### config.mk
export PLATFORM = sky130hd
export DESIGN_NAME = gpt_time_base_flat
export DESIGN_NICKNAME = d
export VERILOG_FILES = /design/src/rtl/gpt_time_base_if.sv /design/src/rtl/gpt_time_base.sv /design/src/flat_wrapper.sv
export SDC_FILE = /design/constraint.sdc
export NUM_CORES = 1
export LEC_CHECK = 0
export CAP_MARGIN = 25
export CORE_MARGIN = 3
export CORE_UTILIZATION = 60
export CTS_CLUSTER_DIAMETER = 100
export DETAILED_ROUTE_END_ITERATION = 6
export PLACE_DENSITY = 0.88
export SYNTH_ARGS = -nofsm -noshare
export SYNTH_HDL_FRONTEND = slang
export SYNTH_SLANG_ARGS = --single-unit
### constraint.sdc
create_clock -name clk_i -period 7.6 [get_ports clk_i]
set_input_delay 1.14 -clock clk_i [delete_from_list [all_inputs] [get_ports clk_i]]
set_output_delay 1.14 -clock clk_i [all_outputs]
set_load 0.03 [all_outputs]
### src/rtl/gpt_time_base_if.sv
// Control/status bundle between the timer CSR block and the time-base unit.
// master = CSR/driver side, slave = time base.
interface gpt_time_base_if #(
   parameter int CNT_WIDTH = 32,
   parameter int PSC_WIDTH = 16,
   parameter int RCR_WIDTH = 8
);
   logic                 cen_i;
   logic                 dir_i;
   logic [1:0]           cms_i;
   logic                 arpe_i;
   logic                 udis_i;
   logic                 urs_i;
   logic                 opm_i;
   logic                 ug_i;
   logic [CNT_WIDTH-1:0] arr_i;
   logic [PSC_WIDTH-1:0] psc_i;
   logic [RCR_WIDTH-1:0] rcr_i;
   logic [CNT_WIDTH-1:0] cnt_o;
   logic                 uev_o;
   logic                 uif_o;
   logic                 dir_o;
   logic                 tick_o;
   logic                 opm_stop_o;

   modport master (
      output cen_i, dir_i, cms_i, arpe_i, udis_i, urs_i, opm_i, ug_i,
      output arr_i, psc_i, rcr_i,
      input  cnt_o, uev_o, uif_o, dir_o, tick_o, opm_stop_o
   );

   modport slave (
      input  cen_i, dir_i, cms_i, arpe_i, udis_i, urs_i, opm_i, ug_i,
      input  arr_i, psc_i, rcr_i,
      output cnt_o, uev_o, uif_o, dir_o, tick_o, opm_stop_o
   );
endinterface

### src/rtl/gpt_time_base.sv
// General-purpose timer time base: prescaler, edge/center-aligned counter with
// preloadable auto-reload, repetition counter and update-event generation.
module gpt_time_base #(
   parameter int CNT_WIDTH = 32,
   parameter int PSC_WIDTH = 16,
   parameter int RCR_WIDTH = 8
) (
   input logic             clk_i,
   input logic             areset_i,
   gpt_time_base_if.slave  tmr
);

   localparam logic [CNT_WIDTH-1:0] CNT_ONE = CNT_WIDTH'(1);
   localparam logic [PSC_WIDTH-1:0] PSC_ONE = PSC_WIDTH'(1);
   localparam logic [RCR_WIDTH-1:0] RCR_ONE = RCR_WIDTH'(1);

   logic [PSC_WIDTH-1:0] psc_cnt, psc_act;
   logic [RCR_WIDTH-1:0] rep, rcr_act;
   logic [CNT_WIDTH-1:0] cnt, cnt_nxt, arr_sh, arr_act;
   logic                 ph, ph_nxt, opm_stop;
   logic                 center, run, tick, ovf, cnt_uev, uev_evt;
   logic                 uev_q, uif_q;

   always_comb begin
      center  = (tmr.cms_i != 2'b00);
      arr_act = tmr.arpe_i ? arr_sh : tmr.arr_i;
      run     = tmr.cen_i & ~opm_stop;
      tick    = run & (psc_cnt == psc_act);
      cnt_nxt = cnt;
      ph_nxt  = ph;
      ovf     = 1'b0;
      if (!center) begin
         if (!tmr.dir_i) begin
            // >= so that lowering ARR below the count wraps on the next tick
            if (cnt >= arr_act) begin
               ovf     = 1'b1;
               cnt_nxt = '0;
            end else begin
               cnt_nxt = cnt + CNT_ONE;
            end
         end else if (cnt == '0) begin
            ovf     = 1'b1;
            cnt_nxt = arr_act;
         end else begin
            cnt_nxt = cnt - CNT_ONE;
         end
      end else if (arr_act == '0) begin
         ovf     = 1'b1;
         cnt_nxt = '0;
         ph_nxt  = 1'b0;
      end else if (!ph) begin
         if (cnt >= arr_act) begin
            ovf     = 1'b1;
            cnt_nxt = arr_act - CNT_ONE;
            ph_nxt  = 1'b1;
         end else begin
            cnt_nxt = cnt + CNT_ONE;
         end
      end else if (cnt <= CNT_ONE) begin
         // <= also catches a down phase entered at 0 when ARR is 1
         ovf     = 1'b1;
         cnt_nxt = '0;
         ph_nxt  = 1'b0;
      end else begin
         cnt_nxt = cnt - CNT_ONE;
      end
      cnt_uev = tick & ~tmr.ug_i & ovf & (rep == '0) & ~tmr.udis_i;
      uev_evt = cnt_uev | (tmr.ug_i & ~tmr.udis_i);
   end

   always_ff @(posedge clk_i or posedge areset_i) begin
      if (areset_i) begin
         psc_cnt  <= '0;
         psc_act  <= '0;
         rep      <= '0;
         rcr_act  <= '0;
         cnt      <= '0;
         arr_sh   <= '1;
         ph       <= 1'b0;
         opm_stop <= 1'b0;
         uev_q    <= 1'b0;
         uif_q    <= 1'b0;
      end else begin
         uev_q <= uev_evt;
         uif_q <= uev_evt & ~(tmr.ug_i & tmr.urs_i);
         // UG reinitialises the count and swallows any coincident tick
         if (tmr.ug_i) begin
            psc_cnt <= '0;
            cnt     <= (!center && tmr.dir_i) ? arr_act : '0;
            ph      <= 1'b0;
         end else if (run) begin
            psc_cnt <= tick ? '0 : psc_cnt + PSC_ONE;
            if (tick) begin
               cnt <= cnt_nxt;
               ph  <= ph_nxt;
            end
         end
         if (uev_evt) begin
            rep     <= tmr.rcr_i;
            psc_act <= tmr.psc_i;
            rcr_act <= tmr.rcr_i;
            arr_sh  <= tmr.arr_i;
         end else if (tick && !tmr.ug_i && ovf) begin
            rep <= (rep == '0) ? rcr_act : rep - RCR_ONE;
         end
         if (!tmr.cen_i) begin
            opm_stop <= 1'b0;
         end else if (cnt_uev && tmr.opm_i) begin
            opm_stop <= 1'b1;
         end
      end
   end

   assign tmr.cnt_o      = cnt;
   assign tmr.uev_o      = uev_q;
   assign tmr.uif_o      = uif_q;
   assign tmr.dir_o      = center ? ph : tmr.dir_i;
   assign tmr.tick_o     = tick;
   assign tmr.opm_stop_o = opm_stop;

endmodule

### src/flat_wrapper.sv
// flat-port wrapper written by rule: the top's interface ports become plain ports
module gpt_time_base_flat 
#(
   parameter int CNT_WIDTH = 32,
   parameter int PSC_WIDTH = 16,
   parameter int RCR_WIDTH = 8
)
  (clk_i, areset_i, tmr_cen_i, tmr_dir_i, tmr_cms_i, tmr_arpe_i, tmr_udis_i, tmr_urs_i, tmr_opm_i, tmr_ug_i, tmr_arr_i, tmr_psc_i, tmr_rcr_i, tmr_cnt_o, tmr_uev_o, tmr_uif_o, tmr_dir_o, tmr_tick_o, tmr_opm_stop_o);
  gpt_time_base_if #(.CNT_WIDTH(CNT_WIDTH), .PSC_WIDTH(PSC_WIDTH), .RCR_WIDTH(RCR_WIDTH)) tmr_i ();
  input logic clk_i;
  input logic areset_i;
  input wire logic [$bits(tmr_i.cen_i)-1:0] tmr_cen_i;
  input wire logic [$bits(tmr_i.dir_i)-1:0] tmr_dir_i;
  input wire logic [$bits(tmr_i.cms_i)-1:0] tmr_cms_i;
  input wire logic [$bits(tmr_i.arpe_i)-1:0] tmr_arpe_i;
  input wire logic [$bits(tmr_i.udis_i)-1:0] tmr_udis_i;
  input wire logic [$bits(tmr_i.urs_i)-1:0] tmr_urs_i;
  input wire logic [$bits(tmr_i.opm_i)-1:0] tmr_opm_i;
  input wire logic [$bits(tmr_i.ug_i)-1:0] tmr_ug_i;
  input wire logic [$bits(tmr_i.arr_i)-1:0] tmr_arr_i;
  input wire logic [$bits(tmr_i.psc_i)-1:0] tmr_psc_i;
  input wire logic [$bits(tmr_i.rcr_i)-1:0] tmr_rcr_i;
  output wire logic [$bits(tmr_i.cnt_o)-1:0] tmr_cnt_o;
  output wire logic [$bits(tmr_i.uev_o)-1:0] tmr_uev_o;
  output wire logic [$bits(tmr_i.uif_o)-1:0] tmr_uif_o;
  output wire logic [$bits(tmr_i.dir_o)-1:0] tmr_dir_o;
  output wire logic [$bits(tmr_i.tick_o)-1:0] tmr_tick_o;
  output wire logic [$bits(tmr_i.opm_stop_o)-1:0] tmr_opm_stop_o;
  assign tmr_i.cen_i = tmr_cen_i;
  assign tmr_i.dir_i = tmr_dir_i;
  assign tmr_i.cms_i = tmr_cms_i;
  assign tmr_i.arpe_i = tmr_arpe_i;
  assign tmr_i.udis_i = tmr_udis_i;
  assign tmr_i.urs_i = tmr_urs_i;
  assign tmr_i.opm_i = tmr_opm_i;
  assign tmr_i.ug_i = tmr_ug_i;
  assign tmr_i.arr_i = tmr_arr_i;
  assign tmr_i.psc_i = tmr_psc_i;
  assign tmr_i.rcr_i = tmr_rcr_i;
  assign tmr_cnt_o = tmr_i.cnt_o;
  assign tmr_uev_o = tmr_i.uev_o;
  assign tmr_uif_o = tmr_i.uif_o;
  assign tmr_dir_o = tmr_i.dir_o;
  assign tmr_tick_o = tmr_i.tick_o;
  assign tmr_opm_stop_o = tmr_i.opm_stop_o;
  gpt_time_base #(.CNT_WIDTH(CNT_WIDTH), .PSC_WIDTH(PSC_WIDTH), .RCR_WIDTH(RCR_WIDTH)) u_core (.clk_i(clk_i), .areset_i(areset_i), .tmr(tmr_i));
endmodule
---- Word-level counts from Yosys, hierarchy flattened ----
Cells that the tools add are included.
storage, ports and cells
  flip-flop bits (word level) ............. 116
  bits in latches ......................... 0
  memory bits (writable) .................. 0
  ROM bits ................................ 0
  bits of input ports ..................... 67
  output and inout bits ................... 37
  logic and storage cells ................. 85
  memories ................................ 0
operators by class
  add/subtract/negate cells ............... 5
  multiply operators ...................... 0
  divide/modulo/power cells ............... 0
  magnitude comparators ................... 2
  equality and inequality tests ........... 2
  shift-type cells ........................ 0
  muxes and demuxes ....................... 36
  bitwise operators ....................... 14
  reductions and logical operators ........ 16
operator list
  cell                     count
  $mux W32                 13
  $logic_not A32 Y1        2
  $sub A32 B1 Y32 const B  2
  $mux W16                 3
  $add A32 B1 Y32 const B  1
  $ge A32 B32 Y1           1
  $le A32 B1 Y1 const B    1
  $mux W8                  3
  $mux W1                  17
  $add A16 B1 Y16 const B  1
  $eq A16 B16 Y1           1
  $reduce_bool A2 Y1       5
  $and A1 B1 Y1            9
  $logic_not A8 Y1         1
  $sub A8 B1 Y8 const B    1
  $logic_and A1 B1 Y1      4
  $not A1 Y1               4
  $reduce_and A3 Y1        1
  $logic_not A1 Y1         2
  $ne A2 B1 Y1 const B     1
  $reduce_and A2 Y1        1
  $or A1 B1 Y1             1

---- Longest topological paths before layout ----
Gate-level depths: netlist (run 1).
  depth in word-level cells ............... 12
  mapped depth ............................ 19
  mapped depth without buffers ............ 12

---- Least setup slack after synthesis (run 1) ----
No wires, ideal clock.
  kind .................................... input to register
  start point ............................. input port tmr_arpe_i
  end point ............................... register u_core.psc_act[0]
  library setup time ...................... 0.125 ns
  arrival ................................. 5.153 ns
  data required time ...................... 7.475 ns
  path slack .............................. 2.322 ns
  stages .................................. 19
  buffers on the path ..................... 7
  cells stage by stage .................... buf_4 > buf_2 > buf_2 > buf_1 > buf_2 > mux2i_1 > inv_1 > ha_1 > nand2b_1 > a2111oi_0 > or4b_1 > a31oi_2 > o31ai_4 > a21oi_4 > a21oi_4 > inv_4 > buf_12 > buf_12 > mux2_4
on the way
  cells in the longest elaborated chain, start to end .. 10
  elaborated cells between the ends (all ways) .. 12
  classes of those cells .................. order compare (1); mux (6); bitwise (4); reduce/logical (1)
ends and longest elaborated chain
  element                          RTL line                                  RTL
  start: declaration               flat_wrapper.sv:15                        input wire logic [$bits(tmr_i.arpe_i)-1:0] tmr_arpe_i;
  $mux W32 (*)                     gpt_time_base.sv:26                       arr_act = tmr.arpe_i ? arr_sh : tmr.arr_i;
  $ge A32 B32 Y1                   gpt_time_base.sv:35, gpt_time_base.sv:52
  $mux W1                          gpt_time_base.sv:35, gpt_time_base.sv:52
  $mux W1                          gpt_time_base.sv:51                       end else if (!ph) begin
  $mux W1                          gpt_time_base.sv:47                       end else if (arr_act == '0) begin
  $mux W1 (*)                      gpt_time_base.sv:32                       if (!center) begin
  $and A1 B1 Y1 (*) (3 in series)  gpt_time_base.sv:67                       cnt_uev = tick & ~tmr.ug_i & ovf & (rep == '0) & ~tmr.udis_i;
  $or A1 B1 Y1 (*)                 gpt_time_base.sv:68                       uev_evt = cnt_uev | (tmr.ug_i & ~tmr.udis_i);
  end signal: assignment           gpt_time_base.sv:100                      psc_act <= tmr.psc_i;
  end: declaration                 gpt_time_base.sv:17                       logic [PSC_WIDTH-1:0] psc_cnt, psc_act;
Mark *: on every way between the ends. The rest lies on a longest branch, timed or not.
A chain may end at the register's enable or synchronous reset.

---- Worst setup path in the final report (run 1) ----
  start point ............................. input port tmr_arpe_i
  end point ............................... register u_core.rep[4]
on the way
  cells in the longest elaborated chain, start to end .. 11
  elaborated cells between the ends (all ways) .. 15
  classes of those cells .................. order compare (1); mux (7); bitwise (4); reduce/logical (3)
ends and longest elaborated chain
  element                                        RTL line                                  RTL
  $mux W32 (*)                                   gpt_time_base.sv:26
  $ge A32 B32 Y1                                 gpt_time_base.sv:35, gpt_time_base.sv:52
  $mux W1                                        gpt_time_base.sv:35, gpt_time_base.sv:52
  $mux W1                                        gpt_time_base.sv:51
  $mux W1                                        gpt_time_base.sv:47
  $mux W1 (*)                                    gpt_time_base.sv:32
  $and A1 B1 Y1 (3 in series)                    gpt_time_base.sv:67
  $or A1 B1 Y1                                   gpt_time_base.sv:68
  $mux W8 or $reduce_bool A2 Y1 (tied branches)  -
  end signal: assignment                         gpt_time_base.sv:99                       rep <= tmr.rcr_i;
  end signal: assignment                         gpt_time_base.sv:104                      rep <= (rep == '0) ? rcr_act : rep - RCR_ONE;
  end: declaration                               gpt_time_base.sv:18                       logic [RCR_WIDTH-1:0] rep, rcr_act;
Marked as above.

==> results.ini, run 1 <==
[run_status]
status = finished with violations
violations = design-rule violations

[final_layout]
final_core_util_pct = 71.2
final_nets = 1328
n_fill_cell = 1279
instances_no_fill = 1456
syn2layout_area_growth_pct = 15.4
diodes = 0
drive_above_1_share_pct = 15.2

[timing]
finalSetupTns_ns = 0
hold_viol = 0
finalSetupViolations = 0
rsz0062_at_grt = false
worst_pin_slew_ns = 0.998
fin_worst_skew_ns = 0.0116
fin_crit_sh_pct = 74.8
slew-limit-headroom_pct = 33.4
final_max_slew_viol_count = 0
max_freq_mhz = 176
finalCriticalPeriod_ns = 5.69

[hold_path]
hold_class = reg -> reg

[clock_network]
cts.sinks = 116
cts_buffers = 17
cts_tree = done
cts_setup_buffers = 0
root_buffer = clkbuf_16
clk_pin_slew_ns = 0.06
ctsHoldBuffers = 0
clockBufferDepth = 2
htreeDepth = 4
cts.repair.resized = 0
insertion_delay_ns = 0.43

[setup_path]
critPathArrivalTime_ns = 6.00
cp-end-kind = flop
startpoint_type = primary input
r2r-start = u_core.arr_sh[15]$_DFFE_PP1P_
r2r_cells = 11
critical_path.endpoint = u_core.rep[4]$_DFFE_PP0P_
r2r_slack_ns = 3.08
reg2reg_to = u_core.psc_act[15]$_DFFE_PP0P_
startpoint = tmr_arpe_i
worst_ep_required_time_ns = 7.91
crit_fanout = 56
crit_type = in -> reg

[drt]
avgViaCountPerCell = 6.87
drt_iter0_markers = 1318
drt_pass1_iterations = 7
num_vias = 9998
wire_per_inst_um = 21.9
wirelength_mm = 31.8
drc = 1
postRouteAntennaNets = 0

[synth]
avgSynthCellArea_sq_um = 8.87
synth_top_area_share_pct = 20.4
ys_types = 89
yosysTopAreaCell = dfrtp_1
yosysWarnings = 0
synth_edf_count = 0
post-synth-top-count-cell = nor2_1
ys_top_cells_by_count = 104 x nor2_1, 85 x nand2_1, 84 x dfrtp_1, 60 x o21ai_0, 60 x xnor2_1
yosys_most_used_dff = dfrtp_1
syn-num-nets = 1267
netlist_instances = 1162
synth_seq_cells = 116
synthArstFlopShare_pct = 100
netlist_area_sq_um = 10300
ys_seq_area_share_pct = 28.6
synth.top_cells.by_area = dfrtp_1 20%, dfstp_2 8.2%, mux2_4 5.8%, xnor2_1 5.1%, xor2_1 4.7%

[global_routing]
grt_pass1_vias = 9682
antenna_found_initial = 0
grt_max_degree = 70
grt_pass1_wl_mm = 50.1
grt_overflow_total = 0
track_usage_pct = 33.9

[placement]
dp_hpwl_mm = 21.0
port_buffers = 103
place_congestion = 0.974
place_inst = 1424

[floorplan]
ioPinCount = 104
fp-row-count = 47
coreArea_sq_um = 16700
die_x_um = 137
die_area_sq_um = 18800
initial_core_util_pct = 61.7
die_h_um = 137

[job]
maxCapViolCount = 0

[power_and_ir_drop]
ir_drop_mv = 0.220
p_leak_nw = 4.65
p_total_mw = 2.23
power_density_nw_per_um2 = 187

==> critical path, stage by stage <==
cell and delay (ns):
buf_2 0.60, buf_4 0.47, mux2i_1 0.66, ha_1 0.37
and4_1 0.20, a221oi_1 0.45, o21ai_1 0.10, buf_4 0.23
o31ai_4 0.41, a21oi_4 0.15, a21oi_4 0.32, inv_4 0.38
a221o_1 0.48
==> worst min-delay path by stage <==
stage	from	endpoint	slack, ns	depth (start not counted)
3_5_place_dp	u_core.rcr_act[2]$_DFFE_PP0P_	u_core.rcr_act[2]$_DFFE_PP0P_	0.47	1
4_1_cts	u_core.rcr_act[2]$_DFFE_PP0P_	u_core.rcr_act[2]$_DFFE_PP0P_	0.48	1
2_1_floorplan	u_core.rcr_act[2]$_DFFE_PP0P_	u_core.rcr_act[2]$_DFFE_PP0P_	0.45	1
3_3_place_gp	u_core.rcr_act[2]$_DFFE_PP0P_	u_core.rcr_act[2]$_DFFE_PP0P_	0.47	1
5_1_grt	u_core.rcr_act[2]$_DFFE_PP0P_	u_core.rcr_act[2]$_DFFE_PP0P_	0.49	1
6_report	u_core.rcr_act[2]$_DFFE_PP0P_	u_core.rcr_act[2]$_DFFE_PP0P_	0.48	1
==> routing by layer <==
layer	vias up	global-route usage, %	wire (um)
met5	-	0	0
met2	652	54.7	14900
met4	0	17.5	1470
met1	4733	41.7	12100
li1	4460	-	-
met3	153	8.90	3380
==> stage by stage <==
| step | cell area [sq um] | worst slack [ns] | hold WS (ns) |
|---|---|---|---|
| 3_3_place_gp | 11300 | 1.71 | 0.466 |
| 3_5_place_dp | 11300 | 1.56 | 0.467 |
| 2_1_floorplan | 10300 | 2.32 | 0.450 |
| 6_report | 11900 | 1.91 | 0.484 |
| 5_1_grt | 11900 | 1.66 | 0.491 |
| 4_1_cts | 11900 | 1.97 | 0.481 |
==> placed cells by master (no fill, tap or decap), types with 21 or more instances in the layout <==
cell	count
nand4_1	21
nor2_1	103
dfstp_2	32
mux2i_1	32
clkdlybuf4s50_1	101
dfrtp_1	84
nand3_1	37
mux2_2	24
nand2_1	84
o211ai_1	21
nor4_1	25
mux2_4	40
ha_1	38
a21oi_1	44
o21ai_0	60
xnor2_1	60
inv_1	24
nor3_1	52
o31ai_1	25
xor2_1	55
==> cell families (layout without fill, tap and decap cells) <==
logic type | count (synthesis) | count (layout) | share of synthesized area [%]
and+or+nand+nor | 406 | 406 | 20.3
AOI/OAI and AO/OA | 280 | 280 | 19.5
xor gates and xnor gates | 116 | 116 | 9.93
DFF | 116 | 116 | 28.6
buffers and inverters | 109 | 183 | 5.42
muxes | 97 | 97 | 11.7
adders and majority gates | 38 | 38 | 4.61
==> registers in the layout, summed over array words and instances (netlist names) <==
| signal | flops |
|---|---|
| u_core.arr_sh | 32 |
| u_core.ph | 1 |
| u_core.psc_act | 16 |
| u_core.psc_cnt | 16 |
| u_core.rcr_act | 8 |
| u_core.rep | 8 |
| u_core.tmr.cnt_o | 32 |
| u_core.tmr.opm_stop_o | 1 |
| u_core.tmr.uev_o | 1 |
| u_core.tmr.uif_o | 1 |
==> report_power, final <==
part	total (mW)	internal (mW)	switching [mW]	leakage, nW
combinational	0.659	0.291	0.368	2.95
sequential	0.769	0.696	0.0727	1.43
clock	0.798	0.469	0.328	0.268
==> area by class of cell <==
type                            instances  area [sq um]  area share, %
Sequential cell                       116          2940           24.7
Inverter                               28           110          0.926
Clock inverter                         13           125           1.05
Clock buffer                           19           453           3.81
Tap cell                              220           275           2.31
Multi-Input combinational cell        937          6810           57.2
Timing Repair Buffer                  123          1180           9.91
(Power assumes the default switching activity.)
==> run 2, diff against run 1 <==
Settings changed: CORE_UTILIZATION 60 to 53, PLACE_DENSITY 0.88 to 0.83.
Clock period 7.6 ns to 5.2 ns, I/O delays scaled along.
==> results.ini, run 2 (same netlist as run 1, synthesis figures left out) <==
[global_routing]
grt_max_degree = 65  ; -7.1%
grt_overflow_total = 0  ; unchanged
grt_pass1_vias = 10100  ; +4.5%
track_usage_pct = 29.9  ; -4.0 points
grt_pass1_wl_mm = 52.1  ; +3.8%
antenna_found_initial = 0  ; unchanged

[power_and_ir_drop]
p_leak_nw = 4.76  ; +2.4%
p_switching_mw = 1.11  ; +44%
pwr-share-comb_pct = 30.3  ; +0.7 points
p_total_mw = 3.27  ; +47%
clockPowerShare_pct = 35.4  ; -0.4 points
power_density_nw_per_um2 = 269  ; +44%
p_sw_share_pct = 33.9  ; -0.60 points
pwr-share-seq_pct = 34.3  ; -0.2 points
ir_drop_mv = 0.213  ; -3.4%
intPower_mw = 2.16  ; +48%

[hold_path]
worstHoldPathCells = 1  ; unchanged
hold_class = reg -> reg
hold_start = u_core.rcr_act[2]$_DFFE_PP0P_
min_to = u_core.rcr_act[2]$_DFFE_PP0P_

[placement]
dp_hpwl_mm = 21.9  ; +3.9%
dp_worst_setup_slack_ns = 0.324  ; -1.23 ns
port_buffers = 103  ; unchanged
dpl_cell_area_sq_um = 11600  ; +2.3%
place_inst = 1485  ; +4.3%
place_congestion = 0.972  ; -0.14%

[drt]
postRouteAntennaNets = 0  ; unchanged
avgViaCountPerCell = 6.54  ; -4.8%
num_vias = 9916  ; -0.82%
wire_per_inst_um = 21.1  ; -3.4%
wirelength_mm = 32.0  ; +0.66%
drt_iter0_markers = 1060  ; -20%
drc = 2  ; +1
drt_pass1_iterations = 7  ; unchanged

[floorplan]
ioPinCount = 104  ; unchanged
initial_core_util_pct = 54.5  ; -7.2 points
die_area_sq_um = 21200  ; +13%
fp-row-count = 50  ; +6.4%
coreArea_sq_um = 18900  ; +13%
die_h_um = 145  ; +6.1%
die_x_um = 145  ; +6.1%

[clock_network]
cts.repair.resized = 0  ; unchanged
cts_setup_buffers = 0  ; unchanged
clockBufferDepth = 2  ; unchanged
root_buffer = clkbuf_16
htreeDepth = 4  ; unchanged
insertion_delay_ns = 0.44  ; about the same
cts.sinks = 116  ; unchanged
cts_buffers = 17  ; unchanged
cts_tree = done
clk_pin_slew_ns = 0.06  ; about the same
ctsHoldBuffers = 0  ; unchanged

[timing]
rsz0062_at_grt = false
worst_pin_slew_ns = 0.936  ; -0.0625 ns
finalSetupViolations = 0  ; unchanged
final_max_slew_viol_count = 0  ; unchanged
fin_ws_ns = 0.727  ; -1.19 ns
finalCriticalPeriod_ns = 4.47
slew-limit-headroom_pct = 37.1  ; +3.6 points
max_freq_mhz = 224
whs_ns = 0.501  ; +0.0171 ns
hold_viol = 0  ; unchanged
finalSetupTns_ns = 0  ; unchanged
fin_crit_sh_pct = 86.0
fin_worst_skew_ns = 0.0138  ; +0.00220 ns

[run_status]
violations = design-rule violations
status = finished with violations

[setup_path]
r2r-start = u_core.arr_sh[14]$_DFFE_PP1P_
critPathArrivalTime_ns = 4.82  ; -1.18 ns
worst_ep_required_time_ns = 5.55  ; -2.36 ns
cp-end-kind = flop
crit_type = in -> reg
reg2reg_to = u_core.arr_sh[31]$_DFFE_PP1P_
startpoint_type = primary input
crit_fanout = 23  ; -59%
r2r_cells = 13  ; +2
r2r_slack_ns = 1.11  ; -1.97 ns

[final_layout]
postLayoutCellArea_sq_um = 12100  ; +2.1%
instances_no_fill = 1517  ; +4.2%
diodes = 0  ; unchanged
final_common_cell = nor2_1
syn2layout_area_growth_pct = 17.9
final_core_util_pct = 64.3  ; -6.9 points
final_cell_mix = 103 x nor2_1, 101 x clkdlybuf4s50_1, 84 x nand2_1, 84 x dfrtp_1
drive_above_1_share_pct = 16.5  ; +1.3 points
final_nets = 1349  ; +1.6%

[job]
maxCapViolCount = 0  ; unchanged

[run 2: cell count changes in the layout (fill, tap and decap cells not counted)]
cell / delta
buf_12: +4
inv_6: -1
clkbuf_8: +1
clkinvlp_4: +1
clkbuf_1: +1
clkinv_2: +1
buf_4: +17
clkinv_4: -3
[run 2: final cells by class]
class | count | area [sq um]
multi-input combinational | 937 | 6810
tap | 260 | 325
fill | 1569 | 6750
timing repair buffer | 144 | 1390
inverter | 28 | 110
clock inverter | 11 | 103
sequential | 116 | 2940
clock buffer | 21 | 470
[run 2: worst max path at each step]
| stage | cells after the start | to | startpoint |
|---|---|---|---|
| after floorplan | 19 | u_core.psc_act[0]$_DFFE_PP0P_ | tmr_arpe_i |
| after global placement | 15 | u_core.arr_sh[31]$_DFFE_PP1P_ | tmr_arpe_i |
| after detailed placement | 15 | u_core.psc_act[15]$_DFFE_PP0P_ | tmr_arpe_i |
| after CTS | 15 | u_core.arr_sh[31]$_DFFE_PP1P_ | tmr_arpe_i |
| after global routing | 15 | u_core.arr_sh[31]$_DFFE_PP1P_ | tmr_arpe_i |
| final | 15 | u_core.arr_sh[31]$_DFFE_PP1P_ | tmr_arpe_i |
[run 2: power groups by stage]
stage	registers, mW	clock network, mW	logic (mW)
detailed placement	1.13	0	0.967
finish	1.12	1.16	0.990
global placement	1.13	0	0.941
CTS	1.12	1.17	0.976
global route	1.13	1.21	1.07
floorplan	1.11	0	0.697
[run 2: per-layer routing]
metal	up-vias	GRT usage [%]	wire [um]
li1	4493	-	-
met5	-	0	40
met3	117	7.13	3300
met1	4700	37.5	12500
met4	2	14.4	1220
met2	604	48.7	15000
[run 2: worst max-delay path, cell delays in order]
cell,delay [ns]
buf_2,0.37
buf_12,0.23
mux2i_1,0.37
inv_1,0.13
ha_1,0.29
nand2b_1,0.11
a2111oi_0,0.09
or4b_1,0.62
a311oi_1,0.47
nor4b_4,0.13
a21oi_4,0.17
a21oi_4,0.08
inv_4,0.32
buf_12,0.27
mux2_2,0.35
